<file path="src/rtl/spi_frame_master.sv">
// spi_frame_master: SPI mode-1 (CPOL=0, CPHA=1) master clocking header / INFO / payload frames LSB first.
// Latency: GAP_CYC setup, then per byte 1 LOAD cycle + 16*CLK_DIV shift cycles, GAP_CYC between bytes, GAP_CYC hold.
// Backpressure: a write payload byte with tx_valid low parks the frame in STALL (SCLK low, SS low).
// Optional: define SPI_FRAME_MASTER_TIMEOUT_EN to abort a frame after 255 stalled cycles (err set, done pulsed).
module spi_frame_master #(
    parameter int CLK_DIV = 4,
    parameter int GAP_CYC = 4
) (
    input  logic       clk,
    input  logic       rst,
    input  logic       start,
    input  logic [7:0] hdr,
    input  logic [7:0] info,
    input  logic [7:0] tx_data,
    input  logic       tx_valid,
    output logic       tx_ready,
    output logic [7:0] rx_data,
    output logic       rx_valid,
    output logic       SCLK,
    output logic       SS,
    output logic       MOSI,
    input  logic       MISO,
    output logic       busy,
    output logic       done,
    output logic       err
);

    typedef enum logic [2:0] {
        S_IDLE,
        S_SETUP,
        S_LOAD,
        S_STALL,
        S_SHIFT,
        S_GAP,
        S_HOLD
    } state_t;

    // Terminal counts for the SCLK half-period and the SS guard gaps.
    localparam logic [7:0] DIV_LAST = 8'(CLK_DIV - 1);
    localparam logic [7:0] GAP_LAST = 8'(GAP_CYC - 1);

    state_t     state;
    logic [7:0] hdr_q;      // header captured at accepted start
    logic [7:0] info_q;     // INFO byte captured at accepted start
    logic [7:0] tx_sh;      // outgoing byte, shifted right as bits leave on MOSI
    logic [7:0] rx_sh;      // incoming byte, MISO bits enter at the MSB
    logic [7:0] hcnt;       // clk cycles within the current SCLK half-period
    logic [7:0] gcnt;       // clk cycles within SETUP / GAP / HOLD
    logic [3:0] ecnt;       // SCLK edges within the current byte (16 per byte)
    logic [5:0] byte_idx;   // index of the byte currently being framed
    logic       rx_pend;    // a completed received byte waits to be published
    logic       miso_m;
    logic       miso_s;
`ifdef SPI_FRAME_MASTER_TIMEOUT_EN
    logic [7:0] tcnt;       // cycles spent in STALL without tx_valid
`endif

    logic [5:0] nbytes;
    logic       last_byte;
    logic       is_payload;

    // Frame length: short frames carry one payload byte, long frames carry info[4:0].
    assign nbytes     = hdr_q[7] ? (6'd2 + {1'b0, info_q[4:0]}) : 6'd2;
    assign last_byte  = (byte_idx == (nbytes - 6'd1));
    assign is_payload = (byte_idx != 6'd0) && !(hdr_q[7] && (byte_idx == 6'd1));

    // Two-flop synchroniser for the asynchronous MISO line.
    always_ff @(posedge clk or negedge rst) begin
        if (!rst) begin
            miso_m <= 1'b0;
            miso_s <= 1'b0;
        end else begin
            miso_m <= MISO;
            miso_s <= miso_m;
        end
    end

    // Frame sequencer: owns every SPI pin and status output so they all leave flops.
    always_ff @(posedge clk or negedge rst) begin
        if (!rst) begin
            state    <= S_IDLE;
            hdr_q    <= 8'h00;
            info_q   <= 8'h00;
            tx_sh    <= 8'h00;
            rx_sh    <= 8'h00;
            hcnt     <= 8'h00;
            gcnt     <= 8'h00;
            ecnt     <= 4'h0;
            byte_idx <= 6'd0;
            rx_pend  <= 1'b0;
            tx_ready <= 1'b0;
            rx_data  <= 8'h00;
            rx_valid <= 1'b0;
            SCLK     <= 1'b0;
            SS       <= 1'b1;
            MOSI     <= 1'b0;
            busy     <= 1'b0;
            done     <= 1'b0;
            err      <= 1'b0;
`ifdef SPI_FRAME_MASTER_TIMEOUT_EN
            tcnt     <= 8'h00;
`endif
        end else begin
            // Pulse outputs default low every cycle.
            tx_ready <= 1'b0;
            rx_valid <= 1'b0;
            done     <= 1'b0;

            // Publish a received byte one cycle after its final falling edge.
            if (rx_pend) begin
                rx_data  <= rx_sh;
                rx_valid <= 1'b1;
                rx_pend  <= 1'b0;
            end

            case (state)
                S_IDLE: begin
                    SCLK <= 1'b0;
                    MOSI <= 1'b0;
                    if (start) begin
                        hdr_q    <= hdr;
                        info_q   <= info;
                        busy     <= 1'b1;
                        err      <= 1'b0;
                        SS       <= 1'b0;
                        gcnt     <= 8'h00;
                        byte_idx <= 6'd0;
                        state    <= S_SETUP;
                    end
                end

                // SS low ahead of the first SCLK edge.
                S_SETUP: begin
                    if (gcnt == GAP_LAST) begin
                        gcnt  <= 8'h00;
                        state <= S_LOAD;
                    end else begin
                        gcnt <= gcnt + 8'h01;
                    end
                end

                // Pick the next byte; write payload needs a tx handshake.
                S_LOAD: begin
                    hcnt <= 8'h00;
                    ecnt <= 4'h0;
`ifdef SPI_FRAME_MASTER_TIMEOUT_EN
                    tcnt <= 8'h00;
`endif
                    if (!is_payload) begin
                        tx_sh <= (byte_idx == 6'd0) ? hdr_q : info_q;
                        state <= S_SHIFT;
                    end else if (hdr_q[6]) begin
                        // Read frames clock out zeros and leave tx_data alone.
                        tx_sh <= 8'h00;
                        state <= S_SHIFT;
                    end else if (tx_valid) begin
                        tx_sh    <= tx_data;
                        tx_ready <= 1'b1;
                        state    <= S_SHIFT;
                    end else begin
                        state <= S_STALL;
                    end
                end

                // Payload underrun: bus held quiet until data shows up.
                S_STALL: begin
                    if (tx_valid) begin
                        state <= S_LOAD;
                    end
`ifdef SPI_FRAME_MASTER_TIMEOUT_EN
                    else if (tcnt == 8'd254) begin
                        // 255th stalled cycle: give up without clocking a partial byte.
                        SS    <= 1'b1;
                        MOSI  <= 1'b0;
                        err   <= 1'b1;
                        done  <= 1'b1;
                        busy  <= 1'b0;
                        state <= S_IDLE;
                    end else begin
                        tcnt <= tcnt + 8'h01;
                    end
`endif
                end

                // Eight full SCLK periods; drive on rising, sample on falling.
                S_SHIFT: begin
                    if (hcnt == DIV_LAST) begin
                        hcnt <= 8'h00;
                        ecnt <= ecnt + 4'h1;
                        SCLK <= ~SCLK;
                        if (!SCLK) begin
                            MOSI  <= tx_sh[0];
                            tx_sh <= {1'b0, tx_sh[7:1]};
                        end else begin
                            rx_sh <= {miso_s, rx_sh[7:1]};
                            if (ecnt == 4'd15) begin
                                // Header byte echo is never reported.
                                rx_pend <= (byte_idx != 6'd0);
                                gcnt    <= 8'h00;
                                if (last_byte) begin
                                    state <= S_HOLD;
                                end else begin
                                    byte_idx <= byte_idx + 6'd1;
                                    state    <= S_GAP;
                                end
                            end
                        end
                    end else begin
                        hcnt <= hcnt + 8'h01;
                    end
                end

                // Inter-byte guard with SS still asserted.
                S_GAP: begin
                    if (gcnt == GAP_LAST) begin
                        gcnt  <= 8'h00;
                        state <= S_LOAD;
                    end else begin
                        gcnt <= gcnt + 8'h01;
                    end
                end

                // Trailing guard after the last falling edge, then release SS.
                S_HOLD: begin
                    if (gcnt == GAP_LAST) begin
                        gcnt  <= 8'h00;
                        SS    <= 1'b1;
                        MOSI  <= 1'b0;
                        done  <= 1'b1;
                        busy  <= 1'b0;
                        state <= S_IDLE;
                    end else begin
                        gcnt <= gcnt + 8'h01;
                    end
                end

                default: begin
                    state <= S_IDLE;
                end
            endcase
        end
    end

endmodule

</file>
<file path="config.mk">
export PLATFORM = sky130hd
export DESIGN_NAME = spi_frame_master
export DESIGN_NICKNAME = d
export VERILOG_FILES = /design/src/rtl/spi_frame_master.sv
export SDC_FILE = /design/constraint.sdc
export NUM_CORES = 1
export LEC_CHECK = 0
export BUFFER_PORTS_ARGS = -buffer_cell sky130_fd_sc_hd__buf_2
export CORE_ASPECT_RATIO = 1.4
export CORE_MARGIN = 2
export CORE_UTILIZATION = 35
export DETAILED_ROUTE_END_ITERATION = 7
export GPL_ROUTABILITY_DRIVEN = 0
export PLACE_DENSITY = 0.51
export RECOVER_POWER = 50
export SYNTH_ARGS = -nofsm -noshare
export SYNTH_HDL_FRONTEND = slang
export SYNTH_SLANG_ARGS = --single-unit
</file>
<file path="constraint.sdc">
create_clock -name clk -period 4.4 [get_ports clk]
set_clock_uncertainty 0.15 [all_clocks]
set_input_delay 0.44 -clock clk [delete_from_list [all_inputs] [get_ports clk]]
set_output_delay 0.44 -clock clk [all_outputs]
set_load 0.01 [all_outputs]
</file>
# Word level (Yosys, flattened, before mapping)
# Index checks and enable logic that the tools add are counted.
# totals
mem_bits_rw	0
inputBits	29
rom_bits	0
regBits	79
mem_count	0
latch_bits	0
out_inout_bits	16
# op_classes
eq_ne	21
n_shift	0
n_addsub	6
mul	0
n_reduce_logical	23
n_div	0
n_bitwise	1
order_cmp	0
muxes	58
# ops
cell	count
2-to-1 mux 8 bit	12
2-to-1 mux 6 bit	6
one-hot mux 8 bit (2 select lines)	2
2-to-1 mux 3 bit	10
one-hot mux 8 bit (3 select lines)	1
2-to-1 mux 1 bit	18
one-hot mux 3 bit (6 select lines)	1
adder 8 x 1 -> 8 bit, second input constant	2
equality test 8 x 2 -> 1 bit, second input constant	2
!= test 2 bit, second input constant	8
one-hot mux 6 bit (2 select lines)	1
equality test 3 bit, second input constant	3
one-hot mux 4 bit (2 select lines)	1
AND reduction 4 bit	2
AND reduction 7 bit	1
adder 2 x 5 -> 6 bit, first input constant	1
adder 6 x 1 -> 6 bit, second input constant	1
equality test 3 x 2 -> 1 bit, second input constant	2
equality test 6 x 1 -> 1 bit, second input constant	1
equality test 6 bit	1
logical NOT 6 bit	1
one-hot mux 1 bit (2 select lines)	3
AND reduction 2 bit	3
AND reduction 3 bit	2
20 further kinds	24

# Longest topological paths before layout
# logic_depth
word_depth	9
ltp_mapped	10
depth_no_buf	9

# Least setup slack after synthesis
# No wires, ideal clock.
# synth_path
path_kind	register to register
from	reg hdr_q[7]
to	reg byte_idx[2]
slack_ns	1.951
stages_incl_launch_ff	10
path_buffers	1
t_arrival_ns	2.219
path_cell_list	dfrtp_1 -> buf_4 -> nand2_1 -> ha_1 -> a21bo_2 -> or3_1 -> a211oi_2 -> o311ai_4 -> o211ai_1 -> mux2i_1
# synth_via
elab_chain_cells	5
# synth_rtl
item	line_no	text
from (decl)	43	logic [7:0] hdr_q;
from (signal assigned)	121	hdr_q <= hdr;
2-to-1 mux 6 bit	63	assign nbytes = hdr_q[7] ? (6'd2 + {1'b0, info_q[4:0]}) : 6'd2;
subtractor 6 x 1 -> 6 bit	64	assign last_byte = (byte_idx == (nbytes - 6'd1));
equality test 6 bit	64	
!= test 2 bit (no line)	n/a	
AND reduction 6 bit (no line)	n/a	
to (signal assigned)	203	byte_idx <= byte_idx + 6'd1;
to (decl)	50	logic [5:0] byte_idx;
# Every way passes these cells.
# A chain may end at the register's enable or synchronous reset.

==> reports/metrics.yaml <==
grt:
  grt_pass1_wl_um: 14800
  antenna_found_initial: 0
  track_usage_pct: 15.51
  grt_pass1_vias: 2971
  overflow: 0
  grt_max_degree: 80
run_status:
  status: "finished with violations"
  failed_checks: "max-capacitance violations, max-slew violations"
floorplan:
  rows: 46
  core_area_um2: 11220
  die_area_um2: 12310
  io_pins: 45
  die_x_um: 94.34
  die_h_um: 130.5
  initial_utilization_pct: 35.63
timing:
  worst_slew_pin_slew_ns: 2.001
  fin_setup_tns_ns: 0
  relSlewSlack_pct: -33.37
  finalCritPeriodShare_pct: 63.53
  hold_viol: 0
  fmax_mhz: 357.7
  setup_viol: 0
  rsz0062_at_grt: "no"
  fin_crit_ns: 2.795
  drv_slew: 80
power_and_ir_drop:
  power.total_mw: 3.164
  p_leak_nw: 2.138
  ir_drop_v: 0.0003279
  power_density_nw_per_um2: 681.0
worst_setup_path:
  cp_slowest_cell: "dfrtp_1"
  cp-startpoint: "hcnt[0]$_DFFE_PN0P_"
  timing.rr.start: "hcnt[0]$_DFFE_PN0P_"
  rrSetupSlack_ns: 1.60
  worst-path-buf-inv: 1
  ff2ff_path_depth: 8
  startpoint_type: "flop"
  worstSetupEndpointType: "flop"
  crit_chain: "ha_1 > nor4b_2 > nand2_1 > or2_2 > a21o_1 > nor2_1 > buf_4 > mux2_2"
  r2r_end: "info_q[6]$_DFFE_PN0P_"
  crit_cells: 8
  required_ns: 4.47
  cp_max_fo: 20
  critical_path_class: "flop to flop"
  worstSetupEndpoint: "info_q[6]$_DFFE_PN0P_"
  crit_arrival_ns: 2.87
  slowest_delay_ns: 0.39
  critical-path-top-delay-family: "simple AND/OR/NAND/NOR gates"
placed_design:
  place_area_um2: 4342
  port_buffers: 43
  hpwl_um: 6118
synthesis:
  synth-main-ff-cell: "dfrtp_1"
  synth_edf_count: 0
  synth_area_leaders: "dfrtp_1, mux2_2, o21ai_0"
  yosys.area.top_type: "dfrtp_1"
  netlist_area_um2: 3999
  ys_ff_latch: 79
  synth_top_area_share_pct: 48.81
  synthCells: 394
  syn-mean-instance-area_um2: 10.15
  synth_cell_types: 50
  ys_warn_count: 0
  syn-num-nets: 431
  ys_async_sr_fraction_pct: 100.0
  yosysSeqAreaShare_pct: 49.47
route:
  wl_per_cell_um: 15.08
  via_per_inst: 5.226
  ant_nets: 0
  wl_um: 8791
  drc_errors: 0
  first_pass_iters: 4
  initialDrtViolationCount: 166
  num_vias: 3047
clock_tree:
  cts-root-buf: "clkbuf_16"
  cts_repair_resize_count: 0
  ctsHoldBuffers: 0
  postCtsSetupBuffers: 0
  cts_max_path_buffers: 2
  htree_num_levels: 3
  path_clk_slew_ns: 0.06
  cts_made_buffers: 9
  cts_sinks: 79
  cts_tree: "built"
  insertion_delay_ns: 0.34
min_path:
  hp-class: "input pin to flop"
cells_and_area:
  antenna_cells: 0
  area_delta_synth_final_pct: 16.21
  nets: 471
  stdcell_area_um2: 4647
  final_core_util_pct: 41.40
  drive_above_1_share_pct: 24.83
job:
  drv_cap: 1
==> worst min-delay path by stage <==
stage	startpoint	to	slack, ns	cells past startpoint
final	MISO	miso_m$_DFF_PN0_	0.05	1
after global routing	MISO	miso_m$_DFF_PN0_	0.05	1
after CTS	MISO	miso_m$_DFF_PN0_	0.04	1
after detailed placement	miso_m$_DFF_PN0_	miso_s$_DFF_PN0_	0.19	0
after global placement	miso_m$_DFF_PN0_	miso_s$_DFF_PN0_	0.19	0
after floorplan	rst	MOSI$_DFFE_PN0P_	-0.006	0
==> cell families after synthesis <==
kind of cell	after synthesis	synth area share [%]
AO/OA/AOI/OAI	92	14.27
flip-flops	79	49.47
adder cells (fa/ha/maj)	8	2.503
XOR/XNOR	13	3.035
multiplexers	41	11.39
buffers and inverters	24	2.597
other	1	0.09378
AND/OR/NAND/NOR	136	16.65
==> cells in the final DEF, fill, tap and decap left out, drive strengths merged, types with 2 or more instances in the layout <==
| cell | n |
|---|---|
| o311ai | 2 |
| and2 | 3 |
| a21oi | 13 |
| buf | 45 |
| and3 | 8 |
| o31ai | 3 |
| dfrtp | 78 |
| xor2 | 8 |
| nand4 | 6 |
| mux2 | 33 |
| nor3 | 12 |
| mux2i | 8 |
| a221oi | 8 |
| o211ai | 3 |
| inv | 7 |
| ha | 8 |
| nand2b | 5 |
| nand2 | 40 |
| xnor2 | 5 |
| nor2 | 32 |
| o22ai | 2 |
| a31oi | 3 |
| or2 | 6 |
| clkinvlp | 4 |
| nand3 | 13 |
| clkbuf | 11 |
| o21ai | 50 |
| nor4 | 5 |
==> synth_stat cells, drive strengths merged, types with 3 or more instances <==
| library cell | instances |
|---|---|
| clkbuf | 10 |
| nand4 | 6 |
| nor4 | 5 |
| xor2 | 8 |
| inv | 6 |
| xnor2 | 5 |
| or2 | 6 |
| a21oi | 13 |
| mux2i | 8 |
| nor2 | 32 |
| o21ai | 50 |
| buf | 7 |
| a221oi | 8 |
| and3 | 8 |
| o31ai | 3 |
| ha | 8 |
| nor3 | 12 |
| a31oi | 3 |
| nand2b | 5 |
| and2 | 3 |
| mux2 | 33 |
| nand2 | 40 |
| o211ai | 3 |
| dfrtp | 78 |
| nand3 | 13 |
==> where the power goes <==
group | total, mW | internal, mW | leakage [nW] | switching (mW)
Combinational | 1.26 | 0.532 | 0.971 | 0.730
Sequential | 1.13 | 0.924 | 1.03 | 0.210
Clock | 0.768 | 0.457 | 0.137 | 0.311
Total | 3.16 | 1.91 | 2.14 | 1.25
==> state kept, by name, indices dropped and copies added, names as in the netlist <==
register,count
MOSI,1
SCLK,1
SS,1
busy,1
byte_idx,6
done,1
ecnt,4
gcnt,8
hcnt,8
hdr_q,8
info_q,8
miso_m,1
miso_s,1
rx_data,8
rx_pend,1
rx_sh,8
rx_valid,1
state,3
tx_ready,1
tx_sh,8
==> metrics by stage <==
| stage | hold WS (ns) | cells | setup WS [ns] |
|---|---|---|---|
| after floorplan | -0.005591 | 394 | 1.951 |
| after global routing | 0.04945 | 583 | 1.382 |
| after CTS | 0.04151 | 583 | 1.562 |
| after detailed placement | 0.1895 | 567 | 1.595 |
| after global placement | 0.1887 | 567 | 1.607 |
| final | 0.05187 | 583 | 1.605 |
==> worst register-to-register path, delay by kind of cell (launching register included) <==
| kind | cells | cell delay [ns] |
|---|---|---|
| DFF | 1 | 0.39 |
| buffers and inverters | 1 | 0.28 |
| and+or+nand+nor | 4 | 0.94 |
| AOI/OAI and AO/OA | 1 | 0.33 |
| muxes | 1 | 0.37 |
| adders and majority gates | 1 | 0.23 |
==> final cells by class <==
type,count,area (um2)
clock buffer,10,239.0
multi-input combinational,291,1917
fill,1130,6576
clock inverter,6,68.82
sequential,79,1978
timing repair buffer,46,237.7
tap,144,180.2
inverter,7,26.28
==> per-layer routing <==
| layer | global-route usage [%] | share of wire (%) |
|---|---|---|
| met1 | 19.99 | 45 |
| met2 | 25.13 | 49 |
| met3 | 3.612 | 4.0 |
| met4 | 6.479 | 2.3 |
| met5 | 0 | 0 |
Note: power is estimated with default switching activity, not from simulation.
